==> config.mk <==
export PLATFORM = sky130hd
export DESIGN_NAME = chunked_serial_adder
export DESIGN_NICKNAME = d
export VERILOG_FILES = /design/src/rtl/chunked_serial_adder.sv
export SDC_FILE = /design/constraint.sdc
export NUM_CORES = 1
export LEC_CHECK = 0
export CAP_MARGIN = 20
export CELL_PAD_IN_SITES_DETAIL_PLACEMENT = 0
export CELL_PAD_IN_SITES_GLOBAL_PLACEMENT = 1
export CORE_MARGIN = 5
export CORE_UTILIZATION = 37
export DETAILED_ROUTE_END_ITERATION = 7
export HOLD_SLACK_MARGIN = 0.02
export PLACE_DENSITY = 0.74
export SYNTH_ARGS = -nofsm -noshare
export SYNTH_HDL_FRONTEND = slang
export SYNTH_SLANG_ARGS = --single-unit
==> constraint.sdc <==
create_clock -name clk -period 2.3 [get_ports clk]
set_input_delay 0.46 -clock clk [delete_from_list [all_inputs] [get_ports clk]]
set_output_delay 0.46 -clock clk [all_outputs]
set_load 0.02 [all_outputs]
==> src/rtl/chunked_serial_adder.sv <==
// chunked_serial_adder: multi-cycle WIDTH-bit add/subtract, CHUNK bits per
// clock, with the carry rippled through a flop between cycles.
// Subtraction is A + ~B + ~cin; the carry-out is inverted back into a borrow.
// WIDTH must be a multiple of CHUNK.
module chunked_serial_adder #(
    parameter int WIDTH = 8,
    parameter int CHUNK = 2
) (
    input  logic             clk,
    input  logic             rst_n,
    input  logic             in_valid,
    output logic             in_ready,
    input  logic [WIDTH-1:0] a,
    input  logic [WIDTH-1:0] b,
    input  logic             cin,
    input  logic             sub,
    output logic             out_valid,
    input  logic             out_ready,
    output logic [WIDTH-1:0] sum,
    output logic             cout,
    output logic             ovf
);

    localparam int NCHUNK = WIDTH / CHUNK;
    localparam int CW     = (NCHUNK > 1) ? $clog2(NCHUNK) : 1;
    localparam logic [CW-1:0] LAST = CW'(NCHUNK - 1);

    typedef enum logic [1:0] {IDLE, ADD, DONE} state_t;

    state_t           state, state_nxt;
    logic [WIDTH-1:0] a_sh, b_sh, sum_sh;
    logic [CW-1:0]    cnt;
    logic             carry, a_msb, b_msb, sub_r;
    logic             accept, last;
    logic [WIDTH-1:0] b_eff;
    logic [CHUNK:0]   chunk_res;
    logic [WIDTH-1:0] sum_nxt;

    assign in_ready  = (state == IDLE);
    assign out_valid = (state == DONE);
    assign accept    = in_valid && in_ready;
    assign last      = (state == ADD) && (cnt == LAST);
    assign b_eff     = sub ? ~b : b;
    assign sum       = sum_sh;

    // One chunk of the ripple: low CHUNK bits of each operand plus the carry
    // flop; the result chunk enters the sum register from the top so the
    // LSB chunk ends up at the bottom after NCHUNK shifts.
    always_comb begin
        chunk_res = {1'b0, a_sh[CHUNK-1:0]} + {1'b0, b_sh[CHUNK-1:0]}
                  + (CHUNK+1)'(carry);
        sum_nxt   = (sum_sh >> CHUNK)
                  | (WIDTH'(chunk_res[CHUNK-1:0]) << (WIDTH - CHUNK));
    end

    // State register.
    always_ff @(posedge clk or negedge rst_n) begin
        if (!rst_n) state <= IDLE;
        else        state <= state_nxt;
    end

    // Next-state logic: IDLE -> ADD on accept, ADD -> DONE after the last
    // chunk, DONE -> IDLE once the consumer takes the result.
    always_comb begin
        state_nxt = state;
        case (state)
            IDLE:    if (accept)    state_nxt = ADD;
            ADD:     if (last)      state_nxt = DONE;
            DONE:    if (out_ready) state_nxt = IDLE;
            default:                state_nxt = IDLE;
        endcase
    end

    // Datapath: operand capture, per-chunk shift/add, and result flags
    // latched on the final chunk so they hold through DONE and IDLE.
    always_ff @(posedge clk or negedge rst_n) begin
        if (!rst_n) begin
            a_sh   <= '0;
            b_sh   <= '0;
            sum_sh <= '0;
            cnt    <= '0;
            carry  <= 1'b0;
            a_msb  <= 1'b0;
            b_msb  <= 1'b0;
            sub_r  <= 1'b0;
            cout   <= 1'b0;
            ovf    <= 1'b0;
        end else if (accept) begin
            a_sh  <= a;
            b_sh  <= b_eff;
            carry <= sub ? ~cin : cin;
            cnt   <= '0;
            a_msb <= a[WIDTH-1];
            b_msb <= b_eff[WIDTH-1];
            sub_r <= sub;
        end else if (state == ADD) begin
            a_sh   <= a_sh >> CHUNK;
            b_sh   <= b_sh >> CHUNK;
            sum_sh <= sum_nxt;
            carry  <= chunk_res[CHUNK];
            cnt    <= cnt + 1'b1;
            if (last) begin
                cout <= chunk_res[CHUNK] ^ sub_r;
                ovf  <= (a_msb == b_msb) && (sum_nxt[WIDTH-1] != a_msb);
            end
        end
    end

endmodule

# --- After elaboration in Yosys (flattened, before gate mapping) ---
# Index checks and enable logic that the tools add are counted.
# W data, S select, Z words.
totals:
  register_bits: 34
  output_inout_bits: 12
  inputBits: 22
  elab_cells: 49
op_classes:
  n_mux: 14
  addsub: 3
  bitwise: 5
  eq_ne: 8
  reduce_logical: 8
ops:
  columns: ["cell", "n"]
  rows:
  - ["$mux W8", 5]
  - ["$mux W2", 5]
  - ["$not A8 Y8", 1]
  - ["$or A6 B8 Y8", 1]
  - ["$pmux W2 S3", 1]
  - ["$reduce_and A3 Y1", 2]
  - ["$eq A2 B2 Y1 const B", 2]
  - ["$ne A2 B1 Y1 const B", 2]
  - ["$add A2 B2 Y3", 1]
  - ["$add A3 B1 Y3", 1]
  - ["$logic_and A1 B1 Y1", 3]
  - ["$mux W1", 3]
  - ["$add A2 B1 Y2 const B", 1]
  - ["$eq A2 B1 Y1 const B", 1]
  - ["$logic_not A2 Y1", 1]
  - ["$ne A2 B2 Y1 const B", 1]
  - ["$not A1 Y1", 2]
  - ["$reduce_and A2 Y1", 1]
  - ["$reduce_bool A2 Y1", 1]
  - ["$eq A1 B1 Y1", 1]
  - ["$ne A1 B1 Y1", 1]
  - ["$xor A1 B1 Y1", 1]

# --- Depth between registers and ports, before layout ---
# Gate-level depths: netlist of run 1.
logic_depth:
  ltp_word: 5
  mapped_depth: 6
  depth_no_buf: 6

# --- Worst setup path before layout of run 1 ---
# No wires, ideal clock.
synth_timing:
  path_type: "register to register"
  from: "register a_sh[0]"
  to: "register ovf"
  n_path_buf: 0
  stages_incl_launch_ff: 7
  t_arrival_ps: 1594
  synth_period_minus_slack_ps: 1677
  setup_slack_ps: 623
  required_ps: 2217
  setup_ps: 83
  path_cell_list: "dfrtp_1 inv_1 fa_1 fa_1 nor3_1 nor2_1 o21ai_0"
synth_via:
  elab_chain_len: 5
synth_rtl:
  columns: ["item", "line", "source"]
  rows:
  - ["start, declared", "31", "logic [WIDTH-1:0] a_sh, b_sh, sum_sh;"]
  - ["start signal, assigned", "97", "a_sh <= a_sh >> CHUNK;"]
  - ["$add A2 B2 Y3", "50", "chunk_res = {1'b0, a_sh[CHUNK-1:0]} + {1'b0, b_sh[CHUNK-1:0]}"]
  - ["$add A3 B1 Y3", "51", "+ (CHUNK+1)'(carry);"]
  - ["$or A6 B8 Y8", "53", "| (WIDTH'(chunk_res[CHUNK-1:0]) << (WIDTH - CHUNK));"]
  - ["$ne A1 B1 Y1", "104", "ovf <= (a_msb == b_msb) && (sum_nxt[WIDTH-1] != a_msb);"]
  - ["$logic_and A1 B1 Y1", "104", null]
  - ["end signal, assigned", "104", null]
  - ["end, declared", "21", "output logic ovf"]
# Every way passes these cells.
# A chain may end at the register's enable or synchronous reset.

# --- Worst setup path after layout of run 1 ---
layout_timing:
  from: "register state[1]"
  to: "output port out_valid"
layout_via:
  elab_chain_len: 1
layout_rtl:
  columns: ["item", "line", "source"]
  rows:
  - ["start, declared", "30", "state_t state, state_nxt;"]
  - ["start signal, assigned", "59", "else state <= state_nxt;"]
  - ["$eq A2 B2 Y1", "40", "assign out_valid = (state == DONE);"]
  - ["end, declared", "17", "output logic out_valid,"]
# Every way passes these cells.

==> results_dict.tcl, run 1 <==
set metrics [dict create \
    synth_cell_types 27 \
    root_buffer "clkbuf_8" \
    grt_use_met1_pct 16.41 \
    critPathArrivalTime_ps 1610 \
    cp_top_family "buffers and inverters" \
    fin_nets 226 \
    cap_violations 0 \
    cts_tree "yes" \
    rsz0062_at_grt "no" \
    synth_top_area_cell "dfrtp_1" \
    critPathLaunchType "flip-flop" \
    fp.dieH_um 74.86 \
    die_w_um 74.86 \
    drtPass1Iterations 4 \
    hold_depth 2 \
    finalInstanceArea_um2 2031 \
    synth_seq_area_share_pct 54.66 \
    grt_usage_pct 13.66 \
    drc 0 \
    post-synth-top-count-cell "nand2_1" \
    finalSetupViolCount 0 \
    p_per_area_nw_per_um2 1328 \
    leakagePower_nw 0.9638 \
    num_vias 1245 \
    initial_utilization_pct 38.63 \
    yosys-top-cells-count "nand2_1, dfrtp_1, nor2_1, o21ai_0" \
    post-route-min-period_ps 2071 \
    cts_hold_buf 0 \
    synth_fp_nets 188 \
    slowest_delay_ps 630 \
    grt_max_degree 35 \
    clock_latency_ps 280 \
    grt_use_met2_pct 22.34 \
    synth-seq-cells 34 \
    power.total_w 0.002697 \
    status "finished clean" \
    diodes 0 \
    dpl.hpwl_um 2494 \
    syn-mean-instance-area_um2 9.549 \
    drive_gt1_share_pct 7.426 \
    grt_antenna_before_repair 0 \
    ctsResizeCount 0 \
    portBuffers 33 \
    grt_pass1_wl_um 5602 \
    synth_edf_count 0 \
    route.antenna.remaining_nets 0 \
    cp_max_fo 8 \
    crit_path_top_delay_cell "clkdlybuf4s50_1" \
    ys.flop_type "dfrtp_1" \
    hold_viol_final 0 \
    syn_to_final_growth_pct 30.47 \
    synth_top_area_share_pct 54.66 \
    die_area_um2 5604 \
    grt_pass1_vias 1278 \
    core_um2 4029 \
    cp_num_buf_inv 1 \
    peakVddDrop_mv 0.3849 \
    cts_buffers 5 \
    crit_path_end_kind "output port" \
    finClkSkew_ps 2.666 \
    r2r_cells 6 \
    wl_um 3311 \
    drtIter0Drc 46 \
    top_usage_layer "met2" \
    crit_type "flip-flop to output port" \
    cts_max_level 2 \
    num_rows 23 \
    path_cells "nor2b_1 -> clkdlybuf4s50_1" \
    clk_path_buf_depth 2 \
    setup_tns_ps 0 \
    overflow 0 \
    place_congestion 0.7569 \
    wl_per_cell_um 13.14 \
    fmax_mhz 482.9 \
    max_slew_margin_pct 63.93 \
    final.period_utilization_pct 90.04 \
    worst_pin_slew_ps 541.1 \
    hold_path_class "flip-flop to flip-flop" \
    cts_sinks 34 \
    critical_path_depth 2 \
    use_met3_pct 4.539 \
    placed_area_um2 1939 \
    ys_top_cells_by_area "dfrtp_1, nand2_1, xor2_1" \
    synth-warning-count 0 \
    worstPathRequired_ps 1840 \
    num_io_pins 34 \
    cts.reportedPaths.clkPinSlew_ps 70 \
    postCtsSetupBuffers 0 \
    postSynthCellCount 163 \
    syn-cell-area_um2 1556 \
    slew_violations 0 \
    synth-async-reset-ratio_pct 100.0 \
    vias_per_cell 4.940 \
]
[layout make-up]
class / count / area [um2]
Clock buffer: 7 / 86.33
Clock inverter: 1 / 5.005
Fill cell: 398 / 1998
Inverter: 5 / 18.77
Multi-Input combinational cell: 115 / 624.3
Sequential cell: 34 / 850.8
Tap cell: 50 / 62.56
Timing Repair Buffer: 40 / 382.9
[logic make-up (layout without fill, tap and decap cells)]
kind of cell             after synthesis  after routing  share of synthesized area (%)
multiplexers                           1              1                         0.7234
XOR/XNOR                              10             10                          5.627
AND/OR/NAND/NOR                       80             80                          21.30
AO/OA/AOI/OAI                         21             21                          9.084
buffers and inverters                 14             53                          5.225
adder cells (fa/ha/maj)                3              3                          3.376
flip-flops                            34             34                          54.66
[layer usage]
metal,part of all wire (%),vias to the layer above
met1,43,597
met5,0,-
li1,-,609
met4,2.0,0
met2,50,31
met3,5.0,8
[cell usage in the layout (no fill, tap or decap), drive strengths merged, types with 2 or more instances in the layout]
cell	Yosys	routed
buf	8	7
nand3	4	4
clkbuf	1	7
fa	2	2
nor2	8	8
nand2	59	59
o21ai	8	8
nand2b	2	2
xor2	6	6
clkdlybuf4s50	0	33
a31oi	3	3
xnor2	4	4
dfrtp	34	34
nor2b	2	2
a221o	3	3
a22oi	6	6
inv	5	5
[worst reg2reg max path: cells and delay by family (launching register included)]
kind | cells | cell delay [ps]
AOI/OAI and AO/OA | 1 | 160
adders and majority gates | 2 | 970
buffers and inverters | 1 | 60
DFF | 1 | 340
and+or+nand+nor | 2 | 210
[sequential cells by signal (all words and copies together) (netlist names)]
name   cells
b_msb      1
b_sh       8
ovf        1
a_msb      1
cnt        2
sub_r      1
a_sh       8
sum        8
cout       1
carry      1
state      2
[power breakdown]
part / switching (W) / internal (W)
clock: 0.000209 / 0.000241
combinational: 0.000659 / 0.000535
sequential: 0.000183 / 0.000870
total: 0.00105 / 0.00165
[path summary, 6_finish.rpt]
path	from	to	slack [ps]
worst max-delay path	state[1]$_DFFE_PN0P_	out_valid	230
worst min-delay path	a_sh[0]$_DFFE_PN0P_	a_sh[0]$_DFFE_PN0P_	480
worst max register to register	a_sh[0]$_DFFE_PN0P_	ovf$_DFFE_PN0P_	480
worst min register to register	a_sh[0]$_DFFE_PN0P_	a_sh[0]$_DFFE_PN0P_	480
max in group asynchronous	rst_n	a_sh[7]$_DFFE_PN0P_	1410
min in group asynchronous	rst_n	sum[2]$_DFFE_PN0P_	580
[per-stage QoR]
step / hold slack [ps] / cells / worst slack, ps / util (%)
after floorplan: 164.4 / 163 / 623.4 / -
after global placement: 459.0 / 244 / 344.2 / 48.14
after detailed placement: 466.5 / 244 / 298.9 / 48.14
after CTS: 486.1 / 252 / 212.5 / 50.40
after global routing: 514.7 / 252 / 144.8 / 50.40
final: 481.8 / 252 / 229.1 / 50.40
No activity file was read; power rests on OpenSTA's default activity.
==> inputs of run 2 (changes only) <==
==> constraint.sdc (replaced) <==
create_clock -name clk -period 2.3 [get_ports clk]
set_input_delay 0.46 -clock clk [delete_from_list [all_inputs] [get_ports clk]]
set_output_delay 0.46 -clock clk [all_outputs]
set_load 0.01 [all_outputs]
==> results of run 2 <==
Same layout as run 1 (identical final DEF). Status: finished clean.
Main changes from that run: setup slack after layout 229.1 ps -> 297.0 ps; total power 0.002697 W -> 0.002627 W; worst IR drop on VDD 0.3849 mV -> 0.3827 mV
==> RTL edit 1, RTL diff (flow settings as in run 2) <==
The 3 states of `state_t` get a one-hot encoding in 3 bits.
--- a/src/rtl/chunked_serial_adder.sv
+++ b/src/rtl/chunked_serial_adder.sv
@@ -26,5 +26,5 @@
     localparam logic [CW-1:0] LAST = CW'(NCHUNK - 1);
 
-    typedef enum logic [1:0] {IDLE, ADD, DONE} state_t;
+    typedef enum logic [2:0] {IDLE = 3'b001, ADD = 3'b010, DONE = 3'b100} state_t;
 
     state_t           state, state_nxt;
Check against the original RTL: no difference found for any inputs over 10 cycles, from zero or initial values and one cycle with rst_n low; not proved beyond that.
==> RTL edit 1 against run 2 <==
- synthesized cell count grew 1.2%
- total power rose by 2.2%
- sequential cell count is 1 higher
- wire length up 9.3%
- design area increased by 3.6%
- worst setup slack worse by 0.11 ns
- critical path depth up 1
- synthesized area up 5.5%
==> RTL edit 1: results (changes against run 2) <==
status=completed; comb pwr=0.00117 W (+4%); total track usage=0.131 (-0.00529); global placement routability congestion=0.733 (-3.1%); Placed Area=0.00202 mm² (+4.3%); Inst Count DP=247 (+1.2%); maximum vdd ir drop=0.587 mV (+53%); Synth cell types=32 (+19%); Lkg Pwr=0.973 nW (+0.92%); DPL Wire Length=2.55 mm (+2.4%); syn_nets=190 (+1.1%); pin count of the biggest net entering global routing=36 (+2.9%); WL/cell=14.2 µm (+8.0%); Worst EP arrival=1.65 ns (+0.11 ns); post-route minimum period=2.11 ns (+0.108 ns); Setup Skew=0.00475 ns (+0.00208 ns); share of cells above drive strength 1=0.0788 (+0.00456); Final nets=227 (+0.44%); clock share of power=0.158 (-0.013); largest cells by area after synthesis=dfrtp_1 (52%), nand2_1 (9.4%), xnor2_1 (5.3%); total wire length=3.62 mm (+9.3%); worst hold path endpoint=sum[1]; r2r worst-path depth=5 (-1); vias in the first global route=1,237 (-3.2%); synthesized netlist cell count=165 (+1.2%); worst hold slack=0.487 ns (+0.00493 ns); Reg2Reg Setup Slack=0.36 ns (-0.12 ns); sequential area share after synthesis=0.534 (-0.0123); hold wc startpoint=sum[1]; Sw Pwr=0.000979 W (-0.18%); Initial DRC Count=60 (+30%)
-- RTL edit 1: cell types whose count changed in the layout (fill, tap and decap cells not counted), moves of 3 or more --
cell / before / now
o21ai_0: 8 / 0
nand2_1: 59 / 41
xnor2_1: 4 / 10
a21o_1: 0 / 3
a21oi_1: 0 / 17
a31oi_1: 3 / 0
xor2_1: 6 / 1
o21ai_1: 0 / 3
-- RTL edit 1: logic make-up after synthesis --
| logic type | after synthesis | synth area share |
|---|---|---|
| compound gates | 36 | 0.139 |
| xor+xnor | 11 | 0.0587 |
| fa+ha+maj | 3 | 0.0320 |
| buf+inv | 17 | 0.0587 |
| flops | 35 | 0.534 |
| mux | 1 | 0.00686 |
| simple gates | 62 | 0.170 |
-- RTL edit 1: worst max-delay path by stage --
stage / startpoint / to / cells past startpoint
global route: state[0] / in_ready / 3
floorplan: a_sh[0] / ovf / 5
detailed placement: in_valid / b_sh[2] / 5
finish: state[0] / in_ready / 3
CTS: state[0] / in_ready / 3
global placement: in_valid / b_sh[0] / 5
-- RTL edit 1: final cells by class --
class	instances	area (µm²)	area share
sequential	35	877	0.417
multi-input combinational	113	668	0.317
timing repair buffer	41	390	0.185
clock buffer	7	76.3	0.0363
tap	52	65.1	0.0309
inverter	6	22.5	0.0107
clock inverter	1	5.00	0.00238
-- RTL edit 1: per-layer routing --
metal  share of wire  track usage  vias up
met5               0            0        -
met4           0.017       0.0472        0
met3           0.057       0.0485        5
met2            0.46        0.199       35
met1            0.46        0.171      607
li1                -            -      627
-- RTL edit 1: critical path: stages (launching register included) --
cell	delay, ns
dfstp_2	0.60
inv_1	0.07
nor3_1	0.13
clkdlybuf4s50_1	0.56
==> RTL edit 2, RTL diff (flow settings as in run 2) <==
Made on the original files. Set the parameter `WIDTH` to 32 (it was 8).
--- a/src/rtl/chunked_serial_adder.sv
+++ b/src/rtl/chunked_serial_adder.sv
@@ -4,5 +4,5 @@
 // WIDTH must be a multiple of CHUNK.
 module chunked_serial_adder #(
-    parameter int WIDTH = 8,
+    parameter int WIDTH = 32,
     parameter int CHUNK = 2
 ) (
Interface: changed (resized a, b and sum); port bits go from 34 to 106. No check against the original RTL was run, so the function may have changed too.
==> RTL edit 2 against run 2 <==
- worst setup slack got worse by 0.056 ns
- wire length rose to 3.3 times the old value
- sequential cell count rose by 74
- sequential power rose to 3.1 times the old value
- hold slack got worse by 0.37 ns
- total power rose to 2.9 times the old value
- synthesized area rose to 3.1 times the old value
- design area rose to 3.1 times the old value
==> RTL edit 2: results (changes against run 2) <==
top-count cell post-synth=nand2_1; setup TNS=0 ns (unchanged); CTS HTree Levels=3 (+1); switching share of power=0.355 (-0.0184); Synth cell types=29 (+7.4%); Setup Skew=0.00447 ns (+0.00181 ns); initial antenna violation count=0 (unchanged); Buffers on Ports=105 (+220%); total wire length=11.0 mm (+230%); CTS Buf Count=9 (+4); DPL Wire Length=7.47 mm (+200%); ANT cells=0 (unchanged); Worst EP arrival=1.60 ns (+0.06 ns); clk root buf=clkbuf_16; Initial DRC Count=331 (+620%); crit path max-delay cell type=clkdlybuf4s50_1; vias in the first global route=3,832 (+200%); sequential area share after synthesis=0.556 (+0.00936); Resize count post-CTS=0 (unchanged); hold crit path type=input pin to asynchronous set/reset pin; Inst Count DP=783 (+220%); vias per cell=4.81 (-2.6%); Rel. slew slack=0.601 (-0.0386); clock slew at reported path FFs=0.07 ns (about the same); largest cells by area after synthesis=dfrtp_1 (56%), nand2_1 (17%), xor2_1 (5.2%); Final nets=695 (+210%); peak fanout along the critical path=7 (-1); CP top delay family=buffers and inverters; first-pass GRT wire length=19.0 mm (+240%); share of cells above drive strength 1=0.0542 (-0.0200); maximum vdd ir drop=0.464 mV (+21%); pin count of the biggest net entering global routing=67 (+91%); global placement routability congestion=0.745 (-1.5%); Placed Area=0.00609 mm² (+210%); Lkg Pwr=3.01 nW (+210%); Max clock buf depth=2 (unchanged); total track usage=0.147 (+0.0101); Syn. warnings=0 (unchanged); syn_nets=604 (+220%); status=completed; post-CTS repair timing setup buffer count=0 (unchanged); Post-synth top cells=nand2_1 (223), dfrtp_1 (108), nor2_1 (31); Worst-Skew Late Latency=0.34 ns (+0.06 ns); WL/cell=13.7 µm (+4.4%); asr flop ratio synth=1.00 (unchanged); TritonRoute pass-1 iters=5 (+1); max incr delay on CP=0.52 ns (-0.04 ns); synthesized netlist cell count=531 (+230%)
## RTL edit 2: final cells by class
cell class,instances,area (µm²)
tap,172,215
inverter,6,22.5
clock buffer,15,278
fill,1218,6400
multi-input combinational,382,1950
clock inverter,1,5.00
sequential,108,2700
timing repair buffer,115,1190
## RTL edit 2: path summary, 6_finish.rpt
path	startpoint	to	slack, ns	depth (start not counted)
setup / recovery	state[0]	out_valid	0.24	3
hold / removal	rst_n	sum[0]	0.12	1
setup reg to reg	a_sh[0]	ovf	0.31	6
hold reg to reg	a_sh[1]	a_sh[1]	0.48	2
max in group asynchronous	rst_n	a_sh[2]	1.58	2
min in group clk	a_sh[1]	a_sh[1]	0.48	2
## RTL edit 2: power groups by stage
stage / logic (W) / registers [W] / clock network, W
after floorplan: 0.00179 / 0.00329 / 0
after global placement: 0.00292 / 0.00329 / 0
after detailed placement: 0.00300 / 0.00331 / 0
after CTS: 0.00300 / 0.00328 / 0.00152
after global routing: 0.00335 / 0.00340 / 0.00159
final: 0.00294 / 0.00327 / 0.00147
## RTL edit 2: per-stage QoR
stage / hold slack (ns) / power [W] / setup slack, ns
finish: 0.115 / 0.00768 / 0.241
global placement: 0.458 / 0.00621 / 0.271
global route: 0.162 / 0.00834 / 0.171
CTS: 0.138 / 0.00781 / 0.225
detailed placement: 0.463 / 0.00631 / 0.270
floorplan: 0.164 / 0.00509 / 0.433
## RTL edit 2: metal layers
layer	share of wire	GRT usage	up-vias
li1	-	-	1909
met1	0.45	0.199	1828
met2	0.48	0.237	98
met3	0.054	0.0403	8
met4	0.0083	0.0290	0
met5	0	0	-
## RTL edit 2: logic make-up after synthesis
family | share of synthesized area
and+or+nand+nor | 0.216
DFF | 0.556
AOI/OAI and AO/OA | 0.103
buffers and inverters | 0.0448
xor gates and xnor gates | 0.0631
muxes | 0.00695
adders and majority gates | 0.0108
